--- src/rtl/arb_pkg.sv ---
// Shared definitions for the eight-way round-robin arbiter.
package arb_pkg;

    localparam int N_REQ = 8;
    localparam int IDX_W = 3;

    typedef enum logic {
        ST_IDLE,
        ST_GRANT
    } arb_state_t;

    // Scan last+1, last+2, ... (mod 8) and return the first index whose
    // mask bit is set. Returns 'last' unchanged when the mask is empty;
    // callers only use the result for a non-empty mask.
    function automatic logic [IDX_W-1:0] rr_pick(input logic [N_REQ-1:0] mask,
                                                 input logic [IDX_W-1:0] last);
        logic [IDX_W-1:0] cand;
        logic [IDX_W-1:0] result;
        logic             found;
        result = last;
        found  = 1'b0;
        for (int k = 1; k <= N_REQ; k++) begin
            cand = last + IDX_W'(k);
            if (!found && mask[cand]) begin
                result = cand;
                found  = 1'b1;
            end
        end
        return result;
    endfunction

endpackage

--- src/rtl/decoder_3to8.sv ---
// 3-to-8 one-hot decoder.
module decoder_3to8 (
    input  logic [2:0] idx_i,
    output logic [7:0] dec_o
);

    // Expand the binary index into a single set bit.
    always_comb begin
        dec_o = 8'b1 << idx_i;
    end

endmodule

--- src/rtl/rr_arbiter_8.sv ---
// Eight-way round-robin arbiter with a contended-hold limit and a
// registered one-hot grant. Owner index and valid flag are registers;
// the one-hot bus is decoded from them, so there is no req->gnt path.
module rr_arbiter_8
    import arb_pkg::*;
#(
    parameter int MAX_HOLD = 16,
    parameter int HOLD_W   = $clog2(MAX_HOLD)
) (
    input  logic             clk,
    input  logic             rst,
    input  logic [N_REQ-1:0] req,
    output logic [N_REQ-1:0] gnt,
    output logic [IDX_W-1:0] gnt_idx,
    output logic             gnt_valid
);

    localparam logic [HOLD_W-1:0] HOLD_LAST = HOLD_W'(MAX_HOLD - 1);

    arb_state_t        state_q,     state_d;
    logic [IDX_W-1:0]  gnt_idx_q,   gnt_idx_d;
    logic              gnt_valid_q, gnt_valid_d;
    logic [IDX_W-1:0]  last_idx_q,  last_idx_d;
    logic [HOLD_W-1:0] hold_cnt_q,  hold_cnt_d;
    logic [N_REQ-1:0]  others;
    logic [N_REQ-1:0]  dec_gnt;

    // Next owner / next state: grant from idle, hand off on release,
    // preempt after the contended hold limit, otherwise keep the owner.
    always_comb begin
        state_d     = state_q;
        gnt_idx_d   = gnt_idx_q;
        gnt_valid_d = gnt_valid_q;
        last_idx_d  = last_idx_q;
        hold_cnt_d  = hold_cnt_q;
        others      = req & ~(N_REQ'(1) << gnt_idx_q);

        case (state_q)
            ST_IDLE: begin
                if (|req) begin
                    state_d     = ST_GRANT;
                    gnt_idx_d   = rr_pick(req, last_idx_q);
                    gnt_valid_d = 1'b1;
                    last_idx_d  = rr_pick(req, last_idx_q);
                    hold_cnt_d  = '0;
                end
            end
            ST_GRANT: begin
                if (!req[gnt_idx_q]) begin
                    // Owner released: zero-gap handoff or back to idle.
                    hold_cnt_d = '0;
                    if (|others) begin
                        gnt_idx_d  = rr_pick(others, last_idx_q);
                        last_idx_d = rr_pick(others, last_idx_q);
                    end else begin
                        state_d     = ST_IDLE;
                        gnt_valid_d = 1'b0;
                    end
                end else if (others == '0) begin
                    // Uncontended cycles do not count toward the limit.
                    hold_cnt_d = '0;
                end else if (hold_cnt_q == HOLD_LAST) begin
                    // Hold limit reached under contention: preempt.
                    gnt_idx_d  = rr_pick(others, last_idx_q);
                    last_idx_d = rr_pick(others, last_idx_q);
                    hold_cnt_d = '0;
                end else begin
                    hold_cnt_d = hold_cnt_q + 1'b1;
                end
            end
            default: begin
                state_d     = ST_IDLE;
                gnt_valid_d = 1'b0;
            end
        endcase
    end

    // All arbiter state, with synchronous reset to idle and last_idx=7
    // so the first grant after reset starts scanning at index 0.
    always_ff @(posedge clk) begin
        if (rst) begin
            state_q     <= ST_IDLE;
            gnt_idx_q   <= '0;
            gnt_valid_q <= 1'b0;
            last_idx_q  <= IDX_W'(N_REQ - 1);
            hold_cnt_q  <= '0;
        end else begin
            state_q     <= state_d;
            gnt_idx_q   <= gnt_idx_d;
            gnt_valid_q <= gnt_valid_d;
            last_idx_q  <= last_idx_d;
            hold_cnt_q  <= hold_cnt_d;
        end
    end

    decoder_3to8 u_dec (
        .idx_i (gnt_idx_q),
        .dec_o (dec_gnt)
    );

    // Grant bus is the decoded owner, forced to zero when idle.
    always_comb begin
        gnt       = dec_gnt & {N_REQ{gnt_valid_q}};
        gnt_idx   = gnt_idx_q;
        gnt_valid = gnt_valid_q;
    end

endmodule

--- config.mk ---
export PLATFORM = sky130hd
export DESIGN_NAME = rr_arbiter_8
export DESIGN_NICKNAME = d
export VERILOG_FILES = /design/src/rtl/arb_pkg.sv /design/src/rtl/decoder_3to8.sv /design/src/rtl/rr_arbiter_8.sv
export SDC_FILE = /design/constraint.sdc
export NUM_CORES = 1
export LEC_CHECK = 0
export ABC_CLOCK_PERIOD_IN_PS = 9700
export BUFFER_PORTS_ARGS = -buffer_cell sky130_fd_sc_hd__buf_4
export CORE_MARGIN = 10
export CORE_UTILIZATION = 35
export CTS_BUF_LIST = sky130_fd_sc_hd__clkbuf_4 sky130_fd_sc_hd__clkbuf_8
export CTS_CLUSTER_DIAMETER = 100
export CTS_CLUSTER_SIZE = 12
export DETAILED_ROUTE_END_ITERATION = 16
export PLACE_DENSITY = 0.61
export SLEW_MARGIN = 20
export SYNTH_ARGS = -nofsm -noshare
export SYNTH_HDL_FRONTEND = slang
export SYNTH_SLANG_ARGS = --single-unit
export TNS_END_PERCENT = 10
--- constraint.sdc ---
create_clock -name clk -period 9.7 [get_ports clk]
set_input_delay 1.94 -clock clk [delete_from_list [all_inputs] [get_ports clk]]
set_output_delay 1.94 -clock clk [all_outputs]
set_load 0.05 [all_outputs]
; ---- Word-level counts from Yosys, hierarchy flattened
; Cells that the tools add are included.
[totals]
reg_bits = 12
latchBits = 0
ramBits = 0
rom_bits = 0
in_bits = 10
out_inout_bits = 12
word_cells = 240
n_memories = 0
[op_classes]
addsub = 8
mul = 0
n_div = 0
magnitude_cmp = 9
n_eq_ne = 7
shifts = 1
muxes = 159
bitwise_logic = 4
reduce_logical = 47
[ops]
columns = operator, n
row1 = $mux W1, 106
row2 = $mux W3, 28
row3 = $bmux W1 S3, 17
row4 = $lt A3 B4 Y1 const B, 9
row5 = $logic_and A1 B1 Y1, 21
row6 = $logic_not A1 Y1, 21
row7 = $and A8 B8 Y8, 2
row8 = $mux W4, 4
row9 = $reduce_or A8 Y1, 2
row10 = $add A3 B3 Y3 const B, 4
row11 = $logic_not A8 Y1, 1
row12 = $not A8 Y8, 1
row13 = $pmux W4 S2, 1
row14 = $shl A1 B3 Y8 const A, 1
row15 = $add A3 B2 Y3 const B, 2
row16 = $ne A2 B2 Y1 const B, 3
row17 = $pmux W3 S2, 1
row18 = $add A4 B1 Y4 const B, 1
row19 = $eq A4 B4 Y1 const B, 1
row20 = $pmux W1 S2, 2
row21 = $reduce_and A4 Y1, 1
row22 = $add A3 B1 Y3 const B, 1
row23 = $ne A3 B1 Y1 const B, 1
row24 = $ne A3 B2 Y1 const B, 1
row25 = 3 further kinds, 3

; ---- Longest topological paths before layout
; Gate-level depths: netlist of the first run.
[depth]
depth_word = 59
mapped_depth = 14
ltp_nobuf = 10

; ---- Modules after synthesis
; A second synthesis of the first run with hierarchy kept.
[hier_totals]
hier_cells = 327
area_unflattened_um2 = 2683.8
[modules_own_cells]
columns = mod, n_inst, cells_per_inst, area_per_inst_um2
row1 = rr_arbiter_8, 1, 319, 2618.8
row2 = decoder_3to8, 1, 8, 65.1

; ---- Least setup slack after synthesis of the first run
; No wires, ideal clock.
[synth_timing]
path_kind = flip-flop to output port
from = reg gnt_idx_q[0] (netlist: gnt_idx[0])
to = out gnt[1]
arrival_ns = 2.265
setup_slack_ns = 5.495
path_stages_with_launch = 4
path_buffers = 1
path_cell_list = dfxtp_1 clkbuf_1 inv_1 nor3_1
[synth_via]
elab_chain_len = 2
[synth_lines]
columns = item, line_no
row1 = start: declaration, rr_arbiter_8.sv:21  ; logic [IDX_W-1:0] gnt_idx_q, gnt_idx_d;
row2 = start signal: assignment, rr_arbiter_8.sv:89  ; gnt_idx_q <= gnt_idx_d;
row3 = $shl A1 B3 Y8, decoder_3to8.sv:9  ; dec_o = 8'b1 << idx_i;
row4 = $and A8 B8 Y8, rr_arbiter_8.sv:103  ; gnt = dec_gnt & {N_REQ{gnt_valid_q}};
row5 = end: declaration, rr_arbiter_8.sv:13  ; output logic [N_REQ-1:0] gnt,
; No other way between the ends.

; ---- Worst setup path after layout of the first run
[layout_timing]
from = reg last_idx_q[1]
to = reg gnt_idx_q[0] (netlist: gnt_idx[0])
[layout_via]
elab_chain_len = 57
word_cells_on_any_way = 193
classes_between = add/sub (7) / mux (144) / reduce/logical (42)
[layout_lines]
columns = item, line_no
row1 = start: declaration, rr_arbiter_8.sv:23  ; logic [IDX_W-1:0] last_idx_q, last_idx_d;
row2 = start signal: assignment, rr_arbiter_8.sv:85  ; last_idx_q <= IDX_W'(N_REQ - 1);
row3 = start signal: assignment, rr_arbiter_8.sv:91  ; last_idx_q <= last_idx_d;
row4 = $add A3 B1 Y3, arb_pkg.sv:23  ; cand = last + IDX_W'(k);
row5 = $bmux W1 S3, arb_pkg.sv:24  ; if (!found && mask[cand]) begin
row6 = $mux W1 (implied by the code), arb_pkg.sv:24
row7 = $mux W1, arb_pkg.sv:24
row8 = $mux W1, rr_arbiter_8.sv:62  ; end else if (hold_cnt_q == HOLD_LAST) begin
row9 = $mux W1, rr_arbiter_8.sv:59  ; end else if (others == '0) begin
row10 = $mux W1, rr_arbiter_8.sv:49  ; if (!req[gnt_idx_q]) begin
row11 = $mux W1, rr_arbiter_8.sv:38  ; case (state_q)
row12 = [... 40 more ...], n/a
row13 = $mux W1, rr_arbiter_8.sv:49
row14 = $mux W1, rr_arbiter_8.sv:38
row15 = $logic_not A1 Y1, arb_pkg.sv:24
row16 = $logic_and A1 B1 Y1, arb_pkg.sv:24
row17 = $mux W3, arb_pkg.sv:24
row18 = $mux W3, rr_arbiter_8.sv:62
row19 = $mux W3 (2 in a row), n/a
row20 = $pmux W3 S2 (*), rr_arbiter_8.sv:38
; Every way passes the cells marked *; elsewhere a longest branch is shown, timed or not. The select of a mux whose other input is x is not followed.
; A chain may end at the register's enable or synchronous reset.

==> results of run 1 <==
-- sequential cells by signal, indices dropped and copies added (netlist names) --
name and flops:
gnt_idx 3, gnt_valid 1, hold_cnt_q 4, last_idx_q 3, state_q 1
-- power by group --
group	leakage, nW	switching, mW	total (mW)	internal, mW
Sequential	0.0991	0.0295	0.0906	0.0611
Combinational	0.929	0.575	0.975	0.401
Clock	0.0288	0.0181	0.0539	0.0358
-- final timing paths --
kind / start / to / slack (ns)
worst max-delay path: last_idx_q[1] / gnt_idx[0] / 5.25
worst min-delay path: hold_cnt_q[2] / hold_cnt_q[2] / 0.53
worst min register to register: hold_cnt_q[2] / hold_cnt_q[2] / 0.53
worst max register to register: last_idx_q[1] / gnt_idx[0] / 5.25
-- cell usage in the layout, fill, tap and decap left out, types with 3 or more instances in the layout --
cell type   n
a22oi_1     4
nor3_1     13
o211ai_1    8
mux4_2     23
dfxtp_1    12
o21ai_0    19
o31ai_1     3
mux2i_1    26
ha_1        3
inv_1      13
nand3_1     4
o22ai_1     4
o221ai_1    4
nor4_1      3
mux2_2     10
nand2_1    22
a21oi_1    34
nor2_1     29
a32o_1      3
o2111ai_1   4
nand2b_1    7
nor2b_1     4
and2_1      3
buf_4      24
clkbuf_8    4
a211oi_1    7
or3_1       6
-- kinds of logic after synthesis --
| family | synth area share, % |
|---|---|
| AO/OA/AOI/OAI | 29.3 |
| XOR/XNOR | 2.42 |
| adder cells (fa/ha/maj) | 1.35 |
| buffers and inverters | 7.36 |
| flip-flops | 8.61 |
| multiplexers | 32.3 |
| AND/OR/NAND/NOR | 18.6 |
-- final cells by class --
class	count	area, um2	share of cell area [%]
multi-input cells	290	2340	78.1
flip-flops and latches	12	240	8.01
repair buffers	24	180	6.01
well taps	102	128	4.26
clock buffers	4	55.1	1.84
inverters	14	52.6	1.75
-- critical path, delay by kind of cell, from the launching register on --
kind / cells / cell delay [ns]
adder cells (fa/ha/maj): 1 / 0.62
flip-flops: 1 / 0.31
multiplexers: 1 / 0.64
buffers and inverters: 2 / 0.76
AO/OA/AOI/OAI: 2 / 0.41
AND/OR/NAND/NOR: 3 / 0.91
XOR/XNOR: 1 / 0.69
-- metrics by stage --
stage | std cells | total power [mW] | hold WS, ns
after floorplan | 347 | 0.872 | 0.489
after global placement | 442 | 1.05 | 0.521
after detailed placement | 442 | 1.05 | 0.531
after CTS | 446 | 1.10 | 0.539
after global routing | 446 | 1.21 | 0.586
final | 446 | 1.12 | 0.533
-- metal layers --
metal / vias to the layer above / global-route usage (%) / wire length [um]
met5: - / 0 / 0
met4: 0 / 4.09 / 150
met3: 16 / 1.71 / 591
met2: 158 / 22.9 / 4010
met1: 1392 / 20.1 / 3820
li1: 1349 / - / -
==> results by stage, run 1 <==
Power:
- The analysis attributes to cell leakage a power of 1.06 nW.
- For this design the ratio of total power to cell area is 373 nW/um2.
- IR analysis of the VDD net gives a maximum drop of approximately 140 uV.

Clock tree:
- Gates resized during post-CTS repair numbered 0.
- The number of buffers created by CTS is 3.
- In this run the number of H-tree levels came out at 1.
- For the worst-skew pair, the clock arrives at the later sink with an insertion delay of approximately 0.24 ns.
- Hold repair after CTS inserted 0 buffers.
- The longest clock path from root to sink contains 2 buffers.
- Clock tree synthesis found a total of 12 sinks.
- Clock-pin slew was measured on the worst setup and hold paths at ~0.05 ns.
- The number of setup buffers added after CTS is 0.
- In this run the clock root is driven by a clkbuf_8.
- The clock tree from TritonCTS is yes.

STA:
- For the pin with the worst max-slew slack, the measured transition is just over 0.9 ns.
- The shortest period the worst path allows is 4.45 ns.
- Setup repair after global routing left no endpoint under its margin.
- The worst clock skew on the final layout is between 0.002 and 0.003 ns.
- The final worst-path setup slack is 5.25 ns.
- The worst pin sits at a relative slew slack of about two fifths.
- The final-report max-slew violation count is 0.
- After layout, the worst path uses between 40% and 50% of the clock period.
- The number of hold violations in the final report is 0.
- Setup violations remaining at the end of the flow were counted as 0.
- The maximum clock frequency is about 220 MHz.
- The setup TNS is 0 ns.

Logic synthesis:
- In the post-synthesis netlist, the biggest area contributors are mux4_2 (19%), mux2i_1 (9.3%), dfxtp_1 (8.6%).
- The top-area cell type share of the netlist area is between 15 and 20%.
- The share of the yosys chip area belonging to registers is ~8.6%.
- The commonest cells after synthesis are a21oi_1 (34), nor2_1 (29), mux2i_1 (26).
- Counting flops with a built-in enable in the synthesized netlist gives 0.
- The proportion of synthesized flip-flops having asynchronous set or reset is 0%.
- The prevailing post-synth register cell is dfxtp_1.
- Synthesis inferred 12 register bits.
- Averaged over all synthesized cells, the footprint is between 8 and 9 um2.
- The Yosys step of the flow raised 0 warnings.
- The number of nets produced by synthesis is 360.
- Synthesis instantiated 66 different standard cells from the library.
- The largest total area in the synthesized netlist belongs to mux4_2.
- In this run the cell area of the synthesized design comes to ~2800 um2.
- a21oi_1 is the most common cell in the netlist.
- After technology mapping, the gate count stands at 347.

Critical path:
- Traced cell by cell, the critical path runs through buf_4, clkinv_1, ha_1, xor2_1, mux4_2, nand4bb_4, nor3_4, a211oi_2, or3_1, a311oi_1.
- The required arrival time at the worst endpoint is about 9.8 ns.
- The critical path class is register to register.
- On the worst path, the slowest cell contributes a delay of 0.69 ns.
- The worst setup path is captured at a register.
- Data arrives at the worst endpoint at 4.60 ns.
- Along the worst path, the maximum fanout reaches 34.
- The category of the worst setup path launch point is a register.
- For the worst flop-to-flop path, the logic depth is 10.
- For this design, the slowest cell found on the critical path is xor2_1.

Route:
- After detailed routing, the number of remaining DRC violations is 0.
- The pre-antenna-repair detailed-routing pass consisted of 5 iterations.
- The detailed router placed 2,915 vias in this run.
- The post-detailed-route count of antenna-violating nets is 0.
- The routed via count divided by cell count is about 6.5.
- After detailed routing, the average wire length per cell comes to just under 20 um.
- The routed design has approximately 8600 um of wire.
- The count of routing violations after the opening detailed-route iteration is 400.

Global route:
- The via count of the first global-routing pass is 2,780.
- The remaining global-route overflow is 0.
- The maximum number of pins on one net before global-route repair is 35.
- The first global-routing pass estimated 14,300 um of wire.
- The initial antenna violation count is 0.
- The overall global routing resource usage is between 10% and 20%.

Floorplanning:
- 22 I/O pins were placed.
- The die is ~110 um wide.
- The area of the die is between 10,000 and 15,000 um2.
- The core region is about 7700 um2.
- The number of placement rows is 32.
- The y dimension of the die is around 110 um.
- The effective utilization at floorplan is 36.1%.

Job:
- The number of violations of the max-capacitance limit is 0.

Outcome:
- The flow ran to the end, and the final reports show no timing, DRC or antenna violations.

Min path:
- The path class of the tightest hold or removal check is register to register.
- Counting instances, the worst hold path has a depth of 2.

Cells and area:
- The number of nets in the finished design is 358.
- The number of fillers in the final layout is approximately 770.
- The synthesis-to-finish area growth is 7.54%.
- The final core utilization is 38.8%.
- The post-route cell area is 3000 um2.
- The proportion of layout cells with a drive suffix above 1 is about 22%.
- The repair_antennas step left the layout with diodes totalling 0.

Place:
- The instance area at placement is about 2900 um2.
- Timing analysis after detailed placement gives a worst setup slack of between 5 and 6 ns.
- Summed over all nets, the half-perimeter wirelength after detailed placement is roughly 6400 um.
- The congestion estimate from routability-driven global placement came to about 0.96.
- The number of buffers added on ports is 21.
(Power assumes the default switching activity.)
==> run 2, diff against run 1 <==
ABC_CLOCK_PERIOD_IN_PS = 4600   (was 9700)
clock period = 4.6 ns   (was 9.7 ns; I/O delays follow)
==> run 2 against run 1 <==
Net effect:
- non-clock buffer count rose by 5
- core utilization up 0.49 points
- clock power grew 120%
- critical endpoint unchanged
- largest power group unchanged
- highest routed layer unchanged
==> results by stage, run 2 (synthesis gave the netlist of run 1 again) <==
Route:
- The post-detailed-route count of antenna-violating nets is 0 (unchanged).
- The routed length on met3 is 563 um (-4.7%).
- The count of routing violations after the opening detailed-route iteration is 325 (-19%).
- The routed wirelength normalized by instance count was 19.2 um (-0.24%).
- The first-pass iteration count of the detailed router is 4 (-1).
- The DRC violation count after routing came to 0 (unchanged).
- The wire length on met1 was 3950 um (+3.5%).
- The met2 wire length is 3820 um (-4.9%).
- The highest metal layer carrying signal wires in the routed design is met4.
- The overall via count from detail_route is 2,852 (-2.2%).
- The routed via count divided by cell count is 6.32 (-3.2%).
- The post-detailed-routing wire length is 8650 um (+0.88%).

Job:
- The number of violations of the max-capacitance limit is 0 (unchanged).

Clock tree:
- The number of setup buffers added after CTS came to 0 (unchanged).
- The clock root buffer master is clkbuf_8.
- The total clock sinks is 12 (unchanged).
- The total number of H-tree levels is 1 (unchanged).
- The count of hold buffers inserted by post-cts repair was 0 (unchanged).
- The clock latency on the worst-skew pair is 0.24 ns (about the same).
- The number of buffers between clock root and the deepest sink is 2 (unchanged).
- The number of cells upsized or downsized after cts is 0 (unchanged).
- The clock-pin slew on the worst setup and hold paths is 0.06 ns (about the same).
- The number of buffers created by CTS was 3 (unchanged).
- TritonCTS built the clock tree.

Floorplanning:
- The die span in x is 109 um (unchanged).
- The effective utilization at floorplan is 36.1% (unchanged).
- The number of placement rows is 32 (unchanged).
- The area of the die is 11,900 um2 (unchanged).
- The core box area is 7730 um2 (unchanged).
- The I/O pin total came to 22 (unchanged).
- The y dimension of the die is 109 um (unchanged).

Place:
- The number of buffers added on ports came to 21 (unchanged).
- The placer congestion estimate is 0.958 (-0.50%).
- The number of instances in the placed design is 447 (+1.1%).
- The half-perimeter wire length after placement is 6390 um (-0.31%).

Cells and area:
- The number of fillers in the final layout is 778 (+1.7%).
- The total inserted antenna cells is 0 (unchanged).
- The proportion of layout cells with a drive suffix above 1 came to 22.6% (+1.1 points).
- The library cells used most frequently in the layout, excluding fill and tap cells, are a21oi_1 (34), nor2_1 (29), buf_4 (29), mux2i_1 (26), mux4_2 (23).
- The number of nets in the finished design is 363 (+1.4%).
- The synthesis-to-finish area growth is 8.88%.
- The number of flip-flops under the largest register name is 4 (unchanged).
- hold_cnt_q holds more flip-flops than any other register.
- Leaving out fill and tap cells, the most frequent cell in the layout is a21oi_1.
- The final core utilization is 39.3% (+0.49 points).
- The number of standard cells in the final layout excluding fillers is 451 (+1.1%).

STA:
- The transition time at the pin with the least slew margin is 0.924 ns (+0.00768 ns).
- Setup repair after global routing left no endpoint under its margin.
- The worst clock skew on the final layout is 0.00290 ns (+0.0000871 ns).
- The final number of setup-violating endpoints is 0 (unchanged).
- The number of hold violations in the final report is 0 (unchanged).
- The maximum clock frequency is 267 MHz (+19%).
- The setup TNS is 0 ns (unchanged).
- The final-report max-slew violation count is 0 (unchanged).
- The worst max-slew margin expressed relative to the limit is 38.0% (-0.52 points).
- The shortest period the worst path allows is 3.75 ns (-0.706 ns).
- The portion of the clock cycle consumed by the worst path in the final layout came to 81.5% (+36 points).

Global route:
- The overall global routing resource usage came to 14.6% (+0.20 points).
- The global-route wire length before repair is 14,300 um (+0.24%).
- The remaining global-route overflow is 0 (unchanged).
- The maximum number of pins on one net before global-route repair is 34 (-2.9%).
- The via count of the first global-routing pass was 2,754 (-0.94%).
- The initial antenna violation count is 0 (unchanged).

Power:
- The reported net switching power was 1.32 mW (+110%).
- The maximum vdd drop is 224 uV (+57%).
- The design internal power is 1.07 mW (+120%).
- The combinational fraction of design power is 86.2% (-0.9 points).
- The switching part of the total was 55.2% (-0.37 points).
- The part of the total power dissipated in the clock network is 5.0% (+0.2 points).
- The leakage power total is 1.08 nW (+2.3%).
- The part of the total power dissipated in sequential elements is 8.8% (+0.7 points).
- The power density normalized to cell area is 788 nW/um2 (+110%).

Critical path:
- The worst setup path is captured at a register.
- The required arrival time at the worst endpoint is 4.75 ns (-5.09 ns).
- The maximum fanout along the worst path is 27 (-21%).
- The critical path is of the register to register type.
- The worst setup path is launched from a register.
- The data arrival at the endpoint of the critical path was 3.90 ns (-0.70 ns).

Outcome:
- The flow ran to the end, and the final reports show no timing, DRC or antenna violations.

Min path:
- The path category of the worst min-delay check is register to register.
[run 2: changes by cell type in the layout (fill, tap and decap cells not counted)]
cell,previous run,this run
buf_4,24,29
[run 2: layer usage]
layer  up-vias  GRT usage [%]
met4         0           6.13
met3        18           2.83
met1      1359           19.5
met2       111           22.6
li1       1364              -
met5         -              0
[run 2: path summary, 6_finish.rpt]
path | startpoint | to | slack [ns] | depth (start not counted)
max | last_idx_q[0] | gnt_idx[0] | 0.85 | 9
min | hold_cnt_q[2] | hold_cnt_q[2] | 0.53 | 2
max reg2reg | last_idx_q[0] | gnt_idx[0] | 0.85 | 9
min reg2reg | hold_cnt_q[2] | hold_cnt_q[2] | 0.53 | 2
[run 2: worst max-delay path, cell delays in order (launching register included)]
cell	delay, ns
dfxtp_1	0.39
buf_4	0.30
xnor2_1	0.79
a21oi_1	0.29
mux4_2	0.57
nand4bb_4	0.31
nor3_4	0.26
a211oi_2	0.13
or3_1	0.35
a311oi_1	0.26
[run 2: power by group through the flow]
stage	sequential, mW	clock (mW)	combinational, mW
floorplan	0.188	0	1.65
global placement	0.212	0	2.02
detailed placement	0.213	0	2.02
CTS	0.210	0.122	2.03
global route	0.219	0.128	2.25
finish	0.210	0.120	2.06
[run 2: area by class of cell]
class                   instances  area, um2  share of cell area, %
flip-flops and latches         12        240                   7.91
multi-input cells             290       2340                   77.2
well taps                     102        128                   4.20
clock buffers                   4       55.1                   1.81
inverters                      14       52.6                   1.73
repair buffers                 29        218                   7.17
[run 2: through the flow]
stage          power [mW]  hold slack [ns]  setup slack, ns  instance area (um2)
5_1_grt              2.59            0.556            0.522                 3040
3_5_place_dp         2.23            0.525            0.917                 2980
4_1_cts              2.36            0.532            0.887                 3040
6_report             2.39            0.533            0.853                 3040
2_1_floorplan        1.84            0.489             1.08                 2790
3_3_place_gp         2.23            0.517            0.942                 2980
==> run 3, diff against run 2 <==
ABC_CLOCK_PERIOD_IN_PS = 3600   (was 4600)
clock period = 3.6 ns   (was 4.6 ns; I/O delays follow)
==> run 3 against run 2 <==
Net effect:
- non-clock buffer count rose by 10
- sequential share of layout area fell by 0.19 points
- core utilization rose by 0.97 points
- die area did not move
- cell count rose by 2.2%
- sequential power rose by 21%
- count of clock-buffer cells in the layout did not move
- combinational power rose by 35%
- cell area rose by 2.5%
- routed wire length rose by 9.9%
- maximum frequency rose by 11%
- worst setup slack got worse by 0.64 ns
- largest cell class unchanged
- largest power group unchanged
- highest routed layer unchanged
==> results by stage, run 3 (synthesis gave the netlist of run 1 again) <==
Cells and area:
- The number of fillers in the final layout came to 810 (+4.1%).
- hold_cnt_q holds more flip-flops than any other register.
- The multi-input logic area is 2340 um2 (unchanged).
- From synthesis to final layout, the design area changed by 11.6%.
- The number of nets in the finished design came to 373 (+2.8%).
- In the layout the commonest cells are buf_4 (39), a21oi_1 (34), nor2_1 (29), mux2i_1 (26), mux4_2 (23).
- The number of flip-flops under the largest register name was 4 (unchanged).
- The total inserted antenna cells is 0 (unchanged).
- The final core utilization is 40.3% (+0.97 points).
- The area taken by flip-flops and latches came to 240 um2 (unchanged).
- The number of standard cells in the final layout excluding fillers came to 461 (+2.2%).
- The proportion of layout cells with a drive suffix above 1 is 24.8% (+2.2 points).
- The commonest non-fill, non-tap cell in the layout is buf_4.

Clock tree:
- The total clock sinks came to 12 (unchanged).
- The number of buffers created by CTS is 3 (unchanged).
- The clock-pin slew on the worst setup and hold paths is 0.06 ns (about the same).
- The clock tree from TritonCTS is yes.
- The clock root buffer master is clkbuf_8.
- The number of cells upsized or downsized after cts came to 0 (unchanged).
- The total number of H-tree levels is 1 (unchanged).
- The number of buffers between clock root and the deepest sink is 2 (unchanged).
- The count of hold buffers inserted by post-cts repair is 0 (unchanged).
- The number of setup buffers added after CTS was 0 (unchanged).
- The clock latency on the worst-skew pair is 0.25 ns (about the same).

Power:
- The design internal power came to 1.45 mW (+35%).
- The part of the total power dissipated in sequential elements is 7.9% (-0.9 points).
- The part of the total power dissipated in the clock network is 4.9% (about the same).
- The power density normalized to cell area is 1030 nW/um2 (+31%).
- The maximum vdd drop came to 380 uV (+70%).
- The combinational fraction of design power is 87.1% (+0.9 points).
- The switching part of the total is 54.8% (-0.38 points).
- The reported net switching power is 1.76 mW (+33%).
- The leakage power total is 1.13 nW (+4.6%).

Route:
- The post-detailed-route count of antenna-violating nets is 0 (unchanged).
- The count of routing violations after the opening detailed-route iteration came to 415 (+28%).
- The overall via count from detail_route is 3,031 (+6.3%).
- The post-detailed-routing wire length is 9510 um (+9.9%).
- The DRC violation count after routing came to 0 (unchanged).
- The routed wirelength normalized by instance count is 20.6 um (+7.6%).
- The first-pass iteration count of the detailed router was 5 (+1).
- The routed via count divided by cell count was 6.57 (+4.0%).

Floorplanning:
- The number of placement rows is 32 (unchanged).
- The y dimension of the die is 109 um (unchanged).
- The core box area is 7730 um2 (unchanged).
- The area of the die was 11,900 um2 (unchanged).
- The die span in x is 109 um (unchanged).
- The effective utilization at floorplan is 36.1% (unchanged).
- The I/O pin total was 22 (unchanged).

Critical path:
- The category of the worst setup path launch point is a register.
- The startpoint of the lowest-slack register-to-register path is last_idx_q[0].
- The delay contributed by the slowest stage of the critical path was 0.58 ns (-0.21 ns).
- The critical path in this run is classified as register to register.
- The capturing element type of the critical path is a register.
- The required arrival time at the worst endpoint was 3.76 ns (-0.99 ns).
- The path depth of the worst reg2reg path is 10 (+1).
- The critical path goes through inv_1, ha_1, buf_4, xor2_1, mux4_2, nand4bb_4, nor3_4, a211oi_2, or3_1, a311oi_1.
- The slowest stage of the critical path belongs to the cell mux4_2.
- The maximum fanout along the worst path is 11 (-59%).
- The data arrival at the endpoint of the critical path is 3.54 ns (-0.36 ns).
- The most critical setup path has its startpoint at last_idx_q[0].

STA:
- The portion of the clock cycle consumed by the worst path in the final layout was 94.0% (+13 points).
- The final-report max-slew violation count was 0 (unchanged).
- The setup TNS was 0 ns (unchanged).
- The worst max-slew margin expressed relative to the limit came to 45.1% (+7.1 points).
- The transition time at the pin with the least slew margin was 0.816 ns (-0.108 ns).
- The maximum clock frequency is 296 MHz (+11%).
- The final number of setup-violating endpoints was 0 (unchanged).
- The final hold slack is 0.536 ns (+0.00325 ns).
- The shortest period the worst path allows is 3.38 ns (-0.364 ns).
- The worst clock skew on the final layout is 0.000524 ns (-0.00238 ns).
- Setup repair after global routing left no endpoint under its margin.
- The number of hold violations in the final report came to 0 (unchanged).

Global route:
- The remaining global-route overflow was 0 (unchanged).
- The global-route wire length before repair is 15,400 um (+7.2%).
- The initial antenna violation count is 0 (unchanged).
- The overall global routing resource usage came to 15.7% (+1.1 points).
- The maximum number of pins on one net before global-route repair was 34 (unchanged).
- The via count of the first global-routing pass is 2,895 (+5.1%).

Place:
- The half-perimeter wire length after placement came to 7110 um (+11%).
- The placer congestion estimate is 0.978 (+2.1%).
- The number of buffers added on ports came to 21 (unchanged).
- The number of instances in the placed design came to 457 (+2.2%).

Job:
- The number of violations of the max-capacitance limit came to 0 (unchanged).

Min path:
- The hold-critical path depth is 2 (unchanged).
- In this run the most critical hold path is launched from hold_cnt_q[2].
- The path category of the worst min-delay check is register to register.

Outcome:
- The run finished with clean final reports.
run 3: changes by cell type in the layout (fill, tap and decap cells not counted), sizes merged:
cell,change
buf,+10
run 3: path summary, 6_finish.rpt:
| kind | to | slack [ns] |
|---|---|---|
| min reg2reg | hold_cnt_q[2] | 0.54 |
| min | hold_cnt_q[2] | 0.54 |
| max reg2reg | gnt_idx[0] | 0.22 |
| max | gnt_idx[0] | 0.22 |
run 3: cell type report:
class                      instances  area share (%)
clock buffer                       4            1.77
inverter                          14            1.69
multi-input combinational        290            75.3
sequential                        12            7.72
tap                              102            4.10
timing repair buffer              39            9.41
run 3: routing by layer:
metal	vias to the layer above	track usage [%]	routed length, um	part of all wire (%)
li1	1383	-	-	-
met1	1471	21.0	4010	42
met2	154	25.2	4450	47
met3	23	2.65	785	8.3
met4	0	5.11	259	2.7
met5	-	0	0	0
run 3: per-stage QoR:
step / area (um2) / total power, mW / setup WS [ns]
6_report: 3110 / 3.21 / 0.217
5_1_grt: 3110 / 3.43 / 0.00418
4_1_cts: 3110 / 3.15 / 0.243
3_5_place_dp: 3060 / 2.98 / 0.212
3_3_place_gp: 3060 / 2.96 / 0.258
2_1_floorplan: 2790 / 2.35 / 0.0814
run 3: power by group through the flow:
stage               Combinational (mW)  Sequential, mW  Clock (mW)
global placement                  2.70           0.253           0
floorplan                         2.11           0.240           0
CTS                               2.74           0.252       0.159
detailed placement                2.73           0.254           0
global route                      3.01           0.259       0.162
finish                            2.79           0.255       0.158
run 3: critical path, delay by kind of cell, from the launching register on:
| kind | cells | cell delay [ns] |
|---|---|---|
| buffers and inverters | 2 | 0.40 |
| flip-flops | 1 | 0.32 |
| AND/OR/NAND/NOR | 3 | 0.89 |
| XOR/XNOR | 1 | 0.25 |
| adder cells (fa/ha/maj) | 1 | 0.46 |
| AO/OA/AOI/OAI | 2 | 0.39 |
| multiplexers | 1 | 0.58 |
